[config.mk]
export PLATFORM = sky130hd
export DESIGN_NAME = dev_rx_pipe
export DESIGN_NICKNAME = d
export VERILOG_FILES = /design/src/rtl/pkg_ram.sv /design/src/rtl/pkg_uart.sv /design/src/rtl/uart_rx.sv /design/src/rtl/dev_rx_pipe.sv
export SDC_FILE = /design/constraint.sdc
export NUM_CORES = 1
export LEC_CHECK = 0
export CORE_ASPECT_RATIO = 1.2
export CORE_UTILIZATION = 25
export CTS_CLUSTER_SIZE = 25
export DETAILED_ROUTE_END_ITERATION = 6
export DONT_BUFFER_PORTS = 1
export GPL_ROUTABILITY_DRIVEN = 0
export MAX_ROUTING_LAYER = met4
export PLACE_DENSITY = 0.39
export SYNTH_ARGS = -nofsm -noshare
export SYNTH_HDL_FRONTEND = slang
export SYNTH_HIERARCHICAL = 1
export SYNTH_SLANG_ARGS = --single-unit
export TNS_END_PERCENT = 1
[constraint.sdc]
create_clock -name clk -period 2.96 [get_ports clk]
set_input_delay 0.592 -clock clk [delete_from_list [all_inputs] [get_ports clk]]
set_output_delay 0.592 -clock clk [all_outputs]
set_load 0.02 [all_outputs]
[src/rtl/pkg_ram.sv]
// Shared memory-side widths for the device pipes.
`timescale 1ns/1ps
package pkg_ram;
  localparam int unsigned RAM_BYTE = 8;
endpackage

[src/rtl/pkg_uart.sv]
// Serial frame constants and receiver state encoding.
`timescale 1ns/1ps
package pkg_uart;
  localparam int unsigned DATA_BITS = 8;
  localparam int unsigned BIT_IDX_W = $clog2(DATA_BITS);

  typedef enum logic [1:0] {IDLE, START, DATA, STOP} rx_state_t;
endpackage

[src/rtl/uart_rx.sv]
// 8N1 UART receiver: 2-FF synchroniser, mid-bit sampling, one-cycle rx_valid pulse.
// rx_frame_err accompanies rx_valid when the stop bit was sampled low.
`timescale 1ns/1ps
module uart_rx
  import pkg_ram::*;
  import pkg_uart::*;
#(
  parameter int unsigned CLK_FREQ = 12_000_000,
  parameter int unsigned BAUD     = 9_600
) (
  input  logic                clk,
  input  logic                rst,
  input  logic                rx,
  output logic [RAM_BYTE-1:0] rx_data,
  output logic                rx_valid,
  output logic                rx_frame_err
);

  localparam int unsigned CLKS_PER_BIT = CLK_FREQ / BAUD;
  localparam int unsigned CNT_W        = (CLKS_PER_BIT > 1) ? $clog2(CLKS_PER_BIT) : 1;
  localparam int unsigned HALF_M1      = (CLKS_PER_BIT >= 2) ? (CLKS_PER_BIT / 2 - 1) : 0;
  localparam logic [CNT_W-1:0] CNT_FULL = CNT_W'(CLKS_PER_BIT - 1);
  localparam logic [CNT_W-1:0] CNT_HALF = CNT_W'(HALF_M1);

  rx_state_t              state_q, state_d;
  logic [1:0]             sync_q;
  logic                   rx_s;
  logic                   rx_prev_q;
  logic [CNT_W-1:0]       cnt_q, cnt_d;
  logic [BIT_IDX_W-1:0]   bit_q, bit_d;
  logic [DATA_BITS-1:0]   shift_q, shift_d;
  logic                   valid_q, valid_d;
  logic                   ferr_q, ferr_d;

  assign rx_s = sync_q[1];

  // State register
  always_ff @(posedge clk) begin
    if (rst) state_q <= IDLE;
    else     state_q <= state_d;
  end

  // Next-state and datapath update
  always_comb begin
    state_d = state_q;
    cnt_d   = cnt_q + CNT_W'(1);
    bit_d   = bit_q;
    shift_d = shift_q;
    case (state_q)
      IDLE: begin
        cnt_d = '0;
        if (rx_prev_q && !rx_s) state_d = START;
      end
      START: begin
        if (cnt_q == CNT_HALF) begin
          cnt_d   = '0;
          bit_d   = '0;
          state_d = rx_s ? IDLE : DATA;
        end
      end
      DATA: begin
        if (cnt_q == CNT_FULL) begin
          cnt_d   = '0;
          shift_d = {rx_s, shift_q[DATA_BITS-1:1]};
          if (bit_q == BIT_IDX_W'(DATA_BITS - 1)) state_d = STOP;
          else                                     bit_d   = bit_q + BIT_IDX_W'(1);
        end
      end
      STOP: begin
        if (cnt_q == CNT_FULL) begin
          cnt_d   = '0;
          state_d = IDLE;
        end
      end
      default: state_d = IDLE;
    endcase
  end

  // Output decode: report the byte at the stop-bit sample
  always_comb begin
    valid_d = 1'b0;
    ferr_d  = 1'b0;
    if (state_q == STOP && cnt_q == CNT_FULL) begin
      valid_d = 1'b1;
      ferr_d  = !rx_s;
    end
  end

  always_ff @(posedge clk) begin
    if (rst) begin
      sync_q    <= 2'b11;
      rx_prev_q <= 1'b1;
      cnt_q     <= '0;
      bit_q     <= '0;
      shift_q   <= '0;
      valid_q   <= 1'b0;
      ferr_q    <= 1'b0;
    end else begin
      sync_q    <= {sync_q[0], rx};
      rx_prev_q <= rx_s;
      cnt_q     <= cnt_d;
      bit_q     <= bit_d;
      shift_q   <= shift_d;
      valid_q   <= valid_d;
      ferr_q    <= ferr_d;
    end
  end

  assign rx_data      = RAM_BYTE'(shift_q);
  assign rx_valid     = valid_q;
  assign rx_frame_err = ferr_q;

endmodule

[src/rtl/dev_rx_pipe.sv]
// Receive pipe: uart_rx feeding a first-word-fall-through circular FIFO with sticky flags.
// Define DEV_RX_PIPE_FRAME_CHECK_EN to drop bad-stop-bit bytes and raise frame_err.
`timescale 1ns/1ps
module dev_rx_pipe
  import pkg_ram::*;
#(
  parameter int unsigned CLK_FREQ = 12_000_000,
  parameter int unsigned BAUD     = 9_600,
  parameter int unsigned DEPTH    = 16
) (
  input  logic                clk,
  input  logic                rst,
  input  logic                rx,
  input  logic                pop_front,
  output logic [RAM_BYTE-1:0] data_out,
  output logic                empty,
  output logic                overflow,
  output logic                frame_err
);

  localparam int unsigned PTR_W = $clog2(DEPTH);
  localparam int unsigned CNT_W = $clog2(DEPTH + 1);

  logic [RAM_BYTE-1:0] rx_data;
  logic                rx_valid;
  logic                rx_frame_err;
  logic                accept;
  logic                ferr_set;

  logic [RAM_BYTE-1:0] mem_q [DEPTH];
  logic [PTR_W-1:0]    rd_ptr_q, wr_ptr_q;
  logic [CNT_W-1:0]    count_q, count_d;
  logic                empty_q, overflow_q, frame_err_q;
  logic                full, do_push, do_pop, drop;

  uart_rx #(
    .CLK_FREQ (CLK_FREQ),
    .BAUD     (BAUD)
  ) u_rx (
    .clk          (clk),
    .rst          (rst),
    .rx           (rx),
    .rx_data      (rx_data),
    .rx_valid     (rx_valid),
    .rx_frame_err (rx_frame_err)
  );

`ifdef DEV_RX_PIPE_FRAME_CHECK_EN
  assign accept   = rx_valid && !rx_frame_err;
  assign ferr_set = rx_valid && rx_frame_err;
`else
  logic unused_frame_err;
  assign unused_frame_err = rx_frame_err;
  assign accept           = rx_valid;
  assign ferr_set         = 1'b0;
`endif

  // A push into a full FIFO is allowed only when the head leaves in the same cycle
  assign full    = (count_q == CNT_W'(DEPTH));
  assign do_pop  = pop_front && !empty_q;
  assign do_push = accept && (!full || pop_front);
  assign drop    = accept && full && !pop_front;

  always_comb begin
    count_d = count_q;
    if (do_push && !do_pop)      count_d = count_q + CNT_W'(1);
    else if (!do_push && do_pop) count_d = count_q - CNT_W'(1);
  end

  always_ff @(posedge clk) begin
    if (rst) begin
      rd_ptr_q    <= '0;
      wr_ptr_q    <= '0;
      count_q     <= '0;
      empty_q     <= 1'b1;
      overflow_q  <= 1'b0;
      frame_err_q <= 1'b0;
    end else begin
      if (do_push) wr_ptr_q <= wr_ptr_q + PTR_W'(1);
      if (do_pop)  rd_ptr_q <= rd_ptr_q + PTR_W'(1);
      count_q <= count_d;
      empty_q <= (count_d == '0);
      if (drop)     overflow_q  <= 1'b1;
      if (ferr_set) frame_err_q <= 1'b1;
    end
  end

  // Storage needs no reset; validity is tracked by count
  always_ff @(posedge clk) begin
    if (do_push) mem_q[wr_ptr_q] <= rx_data;
  end

  assign data_out  = mem_q[rd_ptr_q];
  assign empty     = empty_q;
  assign overflow  = overflow_q;
  assign frame_err = frame_err_q;

endmodule

==> impl_results.md, run 1 <==
- Initial antenna violation count: 0
- Fin nets: ~460
- Cells after Synth: roughly 430
- Cts bufs inserted: 17
- GRT Util Overall: approximately 11%
- Final wirelength: between 15000 and 20000 um
- Area Growth Syn to Fin: 15.96%
- Wire length per cell: approximately 19 um
- Number of gates resized after cts: 0
- Setup CP Type: flip-flop to output pin
- Share of cells above drive strength 1: 16.78%
- Vias/cell: 4.368
- Fillers: roughly 2800
- Maximum vdd drop: around 0.31 mV
- Class of the worst hold path: input port to flip-flop
- Mapped Avg Cell Area: between 15 and 20 um2
- First-pass GRT wire length: between 20000 and 25000 um
- Syn nets: between 400 and 500
- TritonCTS clock tree: done
- Leak: 0.002659 uW
- Overflow after GRT: 0
- Final core occ: approximately 30%
- RSZ-0062 raised after global routing: false
- CTS Hold Bufs: 0
- # DRC: 0
- First-iteration detailed-routing DRC count: between 150 and 200
- Total power draw: 5468 uW
- Via Count: around 3700
- Die H: 187.5 um
- PwrDens: 657.9 nW/um2
- Boundary Pins: 15
- Vias in the first global route: 3783
- Detail Placement HPWL: 9917 um
- Critical Path AT: 2.21 ns
- Fin Setup TNS: 0 ns
- H-tree Lvls: 4
- Crit path time final: roughly 2.8 ns
- Total die area: approximately 30000 um2
- Worst endpoint required time: approximately 2.4 ns
- Die extent in x: 156.6 um
- Antenna Cells: 0
- Critical Path Sink Type: output pin
- Worst-Skew Late Latency: around 0.42 ns
- Core Region: 28080 um2
- 1st-pass router iterations: 4
- Relative slew slack: approximately 53%
- Synth warn: 6
- Final setup fails: 0
- Worst-Margin Slew: 0.7014 ns
- Clock tree buffer depth: 2
- Post-Syn Area: 7167 um2
- Max Freq: 357.4 MHz
- Port Buf Inserts: 0
- Worst-path clk slew: about 0.07 ns
- Skew final: about 0.012 ns
- Outcome: finished clean
- Sink Count: 175
- Starting Density: approximately a quarter
- Final Max Tran Viols: 0
- CTS root buffer: clkbuf_16
- Max Cap Violations: 0
- Critical Path Fanout Max: 32
- Setup repair bufs after CTS: 0
- Rows: 67
- Final hold vios: 0
- Type of origin of the critical path: flip-flop
- Remaining antenna violation count after routing: 0
- Largest net degree at the start of global routing: 34
- Final period util: 94.51%
layout make-up:
class                   count  area (um2)  share of cell area, %
flip-flops and latches    175        4786                  57.59
multi-input cells         221        2235                  26.89
well taps                 379       474.2                  5.706
clock buffers              17       425.4                  5.119
clock inverters            15       181.4                  2.183
repair buffers             18       160.2                  1.927
inverters                  13       48.80                 0.5872
metal layers:
| metal | routed length [um] | track usage (%) | up-vias |
|---|---|---|---|
| met3 | 358 | 2.340 | 19 |
| li1 | - | - | 1708 |
| met4 | 240 | 4.449 | 0 |
| met5 | 0 | - | - |
| met1 | 6946 | 13.30 | 1893 |
| met2 | 7969 | 19.40 | 40 |
worst paths after layout:
| path | startpoint | endpoint | slack, ns | cells past startpoint |
|---|---|---|---|---|
| worst max register to register | count_q[0] | mem_q[7][5] | 0.64 | 6 |
| worst max-delay path | flip-flop | data_out[5] | 0.16 | 3 |
| worst min-delay path | rst | count_q[4] | 0.24 | 1 |
| worst min register to register | u_rx/sync_q[0] | u_rx/sync_q[1] | 0.42 | 1 |
through the flow:
step / worst slack, ns / instance area (um2) / hold slack (ns) / instances
after detailed placement: 0.5761 / 7704 / 0.4031 / 806
after CTS: 0.1190 / 8310 / 0.2207 / 838
final: 0.1624 / 8310 / 0.2387 / 838
after global routing: 0.07393 / 8310 / 0.2164 / 838
after global placement: 0.6110 / 7704 / 0.4115 / 806
after floorplan: 0.5972 / 7167 / 0.3895 / 429
cells in the final DEF, fill, tap and decap left out, drive strengths merged, types with 3 or more instances in the layout:
cell type    n
edfxtp     128
dfxtp       47
nor2        42
mux4        40
buf         18
inv         18
clkbuf      17
xnor2       14
nand3       13
ha          12
nand2       11
mux2i        8
a21oi        7
and3         7
nand4        6
xor2         6
nor3         6
nor4         5
and2         4
nand2b       4
nor2b        4
clkinv       4
o21ai        3
bufinv       3
or2          3
and4b        3
clkinvlp     3
sequential cells by signal, indices dropped and copies added, names as in the netlist, named ones only:
signal	count
u_rx/state_q	1
empty	1
u_rx/rx_data	8
mem_q	128
u_rx/rx_valid	1
u_rx/rx_prev_q	1
u_rx/bit_q	3
wr_ptr_q	4
count_q	5
u_rx/cnt_q	11
u_rx/sync_q	2
overflow	1
rd_ptr_q	4
where the power goes:
| part | switching [uW] | internal [uW] |
|---|---|---|
| Sequential | 51.7 | 2630 |
| Combinational | 236 | 257 |
| Clock | 950 | 1340 |
| Total | 1240 | 4230 |
critical path: stages, from the launching register on:
cell and delay (ns):
dfxtp_2 0.34, buf_12 0.24, mux4_1 0.59, mux4_2 0.60
(Power assumes the default switching activity.)
==> run 2: changes to the inputs <==
--- a/config.mk
+++ b/config.mk
@@ -6,13 +6,13 @@
 export NUM_CORES = 1
 export LEC_CHECK = 0
 export CORE_ASPECT_RATIO = 1.2
-export CORE_UTILIZATION = 25
+export CORE_UTILIZATION = 45
 export CTS_CLUSTER_SIZE = 25
 export DETAILED_ROUTE_END_ITERATION = 6
 export DONT_BUFFER_PORTS = 1
 export GPL_ROUTABILITY_DRIVEN = 0
 export MAX_ROUTING_LAYER = met4
-export PLACE_DENSITY = 0.39
+export PLACE_DENSITY = 0.61
 export SYNTH_ARGS = -nofsm -noshare
 export SYNTH_HDL_FRONTEND = slang
 export SYNTH_HIERARCHICAL = 1
==> impl_results.md, run 2 (synthesis results as in run 1) <==
- Clk network pwr share: 43.0%
- Cts bufs inserted: 17
- CTS root buffer: clkbuf_16
- Maximum vdd drop: between 0.4 and 0.5 mV
- Number of gates resized after cts: 0
- # DRC: 0
- Multi-input gate area: about 2200 um2
- Layout Cells excl Fill: 662
- Internal: 4417 uW
- Critical Path AT: ~2.2 ns
- Worst-Margin Slew: around 0.70 ns
- Final wirelength: ~13000 um
- RSZ-0062 raised after global routing: false
- H-tree Lvls: 4
- TritonCTS clock tree: done
- Final period util: between 90% and 100%
- Reg area: around 4800 um2
- Critical R2R Launch: count_q[0]
- Leak: ~0.0027 uW
- Wire length per cell: a little over 20 um
- Via Count: approximately 3600
- Seq pwr share: around half
- Final WS setup: between 0.15 and 0.2 ns
- PwrDens: a little under 700 nW/um2
- First-pass GRT wire length: 20790 um
- Starting Density: between 40% and 50%
- Skew final: about 0.014 ns
- Class of the worst hold path: input port to flip-flop
- Core Region: around 16000 um2
- Remaining antenna violation count after routing: 0
- Detail Placement HPWL: 8267 um
- Most frequent cells in the layout: edfxtp_1, dfxtp_1, nor2_1
- Outcome: finished clean
- Total die area: 16440 um2
- Fin Setup TNS: 0 ns
- Boundary Pins: 15
- Worst endpoint required time: around 2.4 ns
- Rows: 50
- Antenna Cells: 0
- Setup repair bufs after CTS: 0
- Share of cells above drive strength 1: ~15%
- Crit path time final: approximately 2.8 ns
- Largest net degree at the start of global routing: 34
- Die H: between 100 and 150 um
- Total power draw: 5587 uW
- Comb power frac: 8.9%
- Max Freq: 357.7 MHz
- Area Growth Syn to Fin: 12.74%
- Switching share of total power: a little over a fifth
- Setup WS pre-CTS: 0.3630 ns
- Largest Register: mem_q
- Port Buf Inserts: 0
- Vias in the first global route: approximately 3700
- Max Cap Violations: 0
- Hold Path Origin: rst
- Final setup fails: 0
- Final Max Tran Viols: 0
- Inst Count DP: 630
- Commonest non-fill, non-tap cell in the layout: edfxtp_1
- Final hold vios: 0
- Critical Path Fanout Max: 32
- Largest register FFs: 128
- 1st-pass router iterations: 4
- Sink Count: 175
- Type of origin of the critical path: flip-flop
- GRT Util Overall: between 10% and 20%
- Die extent in x: 117.2 um
- Fin nets: about 460
- Worst-Skew Late Latency: approximately 0.42 ns
- Critical Path Sink Type: output pin
- CTS Hold Bufs: 0
- Worst-path clk slew: roughly 0.06 ns
- Clock tree buffer depth: 2
- Fillers: between 1000 and 1500
- Overflow after GRT: 0
- First-iteration detailed-routing DRC count: roughly 320
- Initial antenna violation count: 0
- Relative slew slack: 53.09%
- Setup CP Type: flip-flop to output pin
- Vias/cell: around 5.4
- Sw Pwr: about 1200 uW
==> run 2: final cells by class <==
cell class / instances / area share, %
Inverter: 13 / 0.6039
Tap cell: 208 / 3.221
Multi-Input combinational cell: 221 / 27.66
Clock buffer: 22 / 5.621
Clock inverter: 10 / 2.307
Timing Repair Buffer: 13 / 1.363
Sequential cell: 175 / 59.23
==> run 2: power by group through the flow <==
stage | clock network (uW) | registers, uW | logic [uW]
3_3_place_gp | 0 | 2740 | 498
2_1_floorplan | 0 | 2730 | 441
6_report | 2400 | 2690 | 498
3_5_place_dp | 0 | 2740 | 502
5_1_grt | 2540 | 2690 | 541
4_1_cts | 2440 | 2690 | 504
==> run 2: per-layer routing <==
metal | vias up | track usage (%) | share of wire (%) | wire length [um]
met2 | 58 | 28.39 | 50 | 6625
met1 | 1817 | 22.67 | 45 | 5959
met3 | 15 | 4.241 | 3.2 | 427
met5 | - | - | 0 | 0
met4 | 0 | 8.461 | 2.6 | 349
li1 | 1702 | - | - | -
==> run 2: stage by stage <==
| step | area (um2) | util (%) | hold WS (ns) |
|---|---|---|---|
| global placement | 7440 | 47.76 | 0.3934 |
| global route | 8080 | 51.87 | 0.2232 |
| floorplan | 7167 | - | 0.3895 |
| detailed placement | 7440 | 47.76 | 0.3945 |
| finish | 8080 | 51.87 | 0.2382 |
| CTS | 8080 | 51.87 | 0.2212 |
==> run 2: critical path, cell delays in order (launching register included) <==
cell and delay [ns]:
dfxtp_2 0.34, buf_12 0.24, mux4_1 0.59, mux4_2 0.59
==> run 2: final timing paths <==
kind,cells after the start,slack (ns),to
worst max-delay path,3,0.16,data_out[6]
worst min-delay path,1,0.24,count_q[2]
worst max register to register,6,0.33,mem_q[4][4]
worst min register to register,1,0.41,u_rx/sync_q[1]
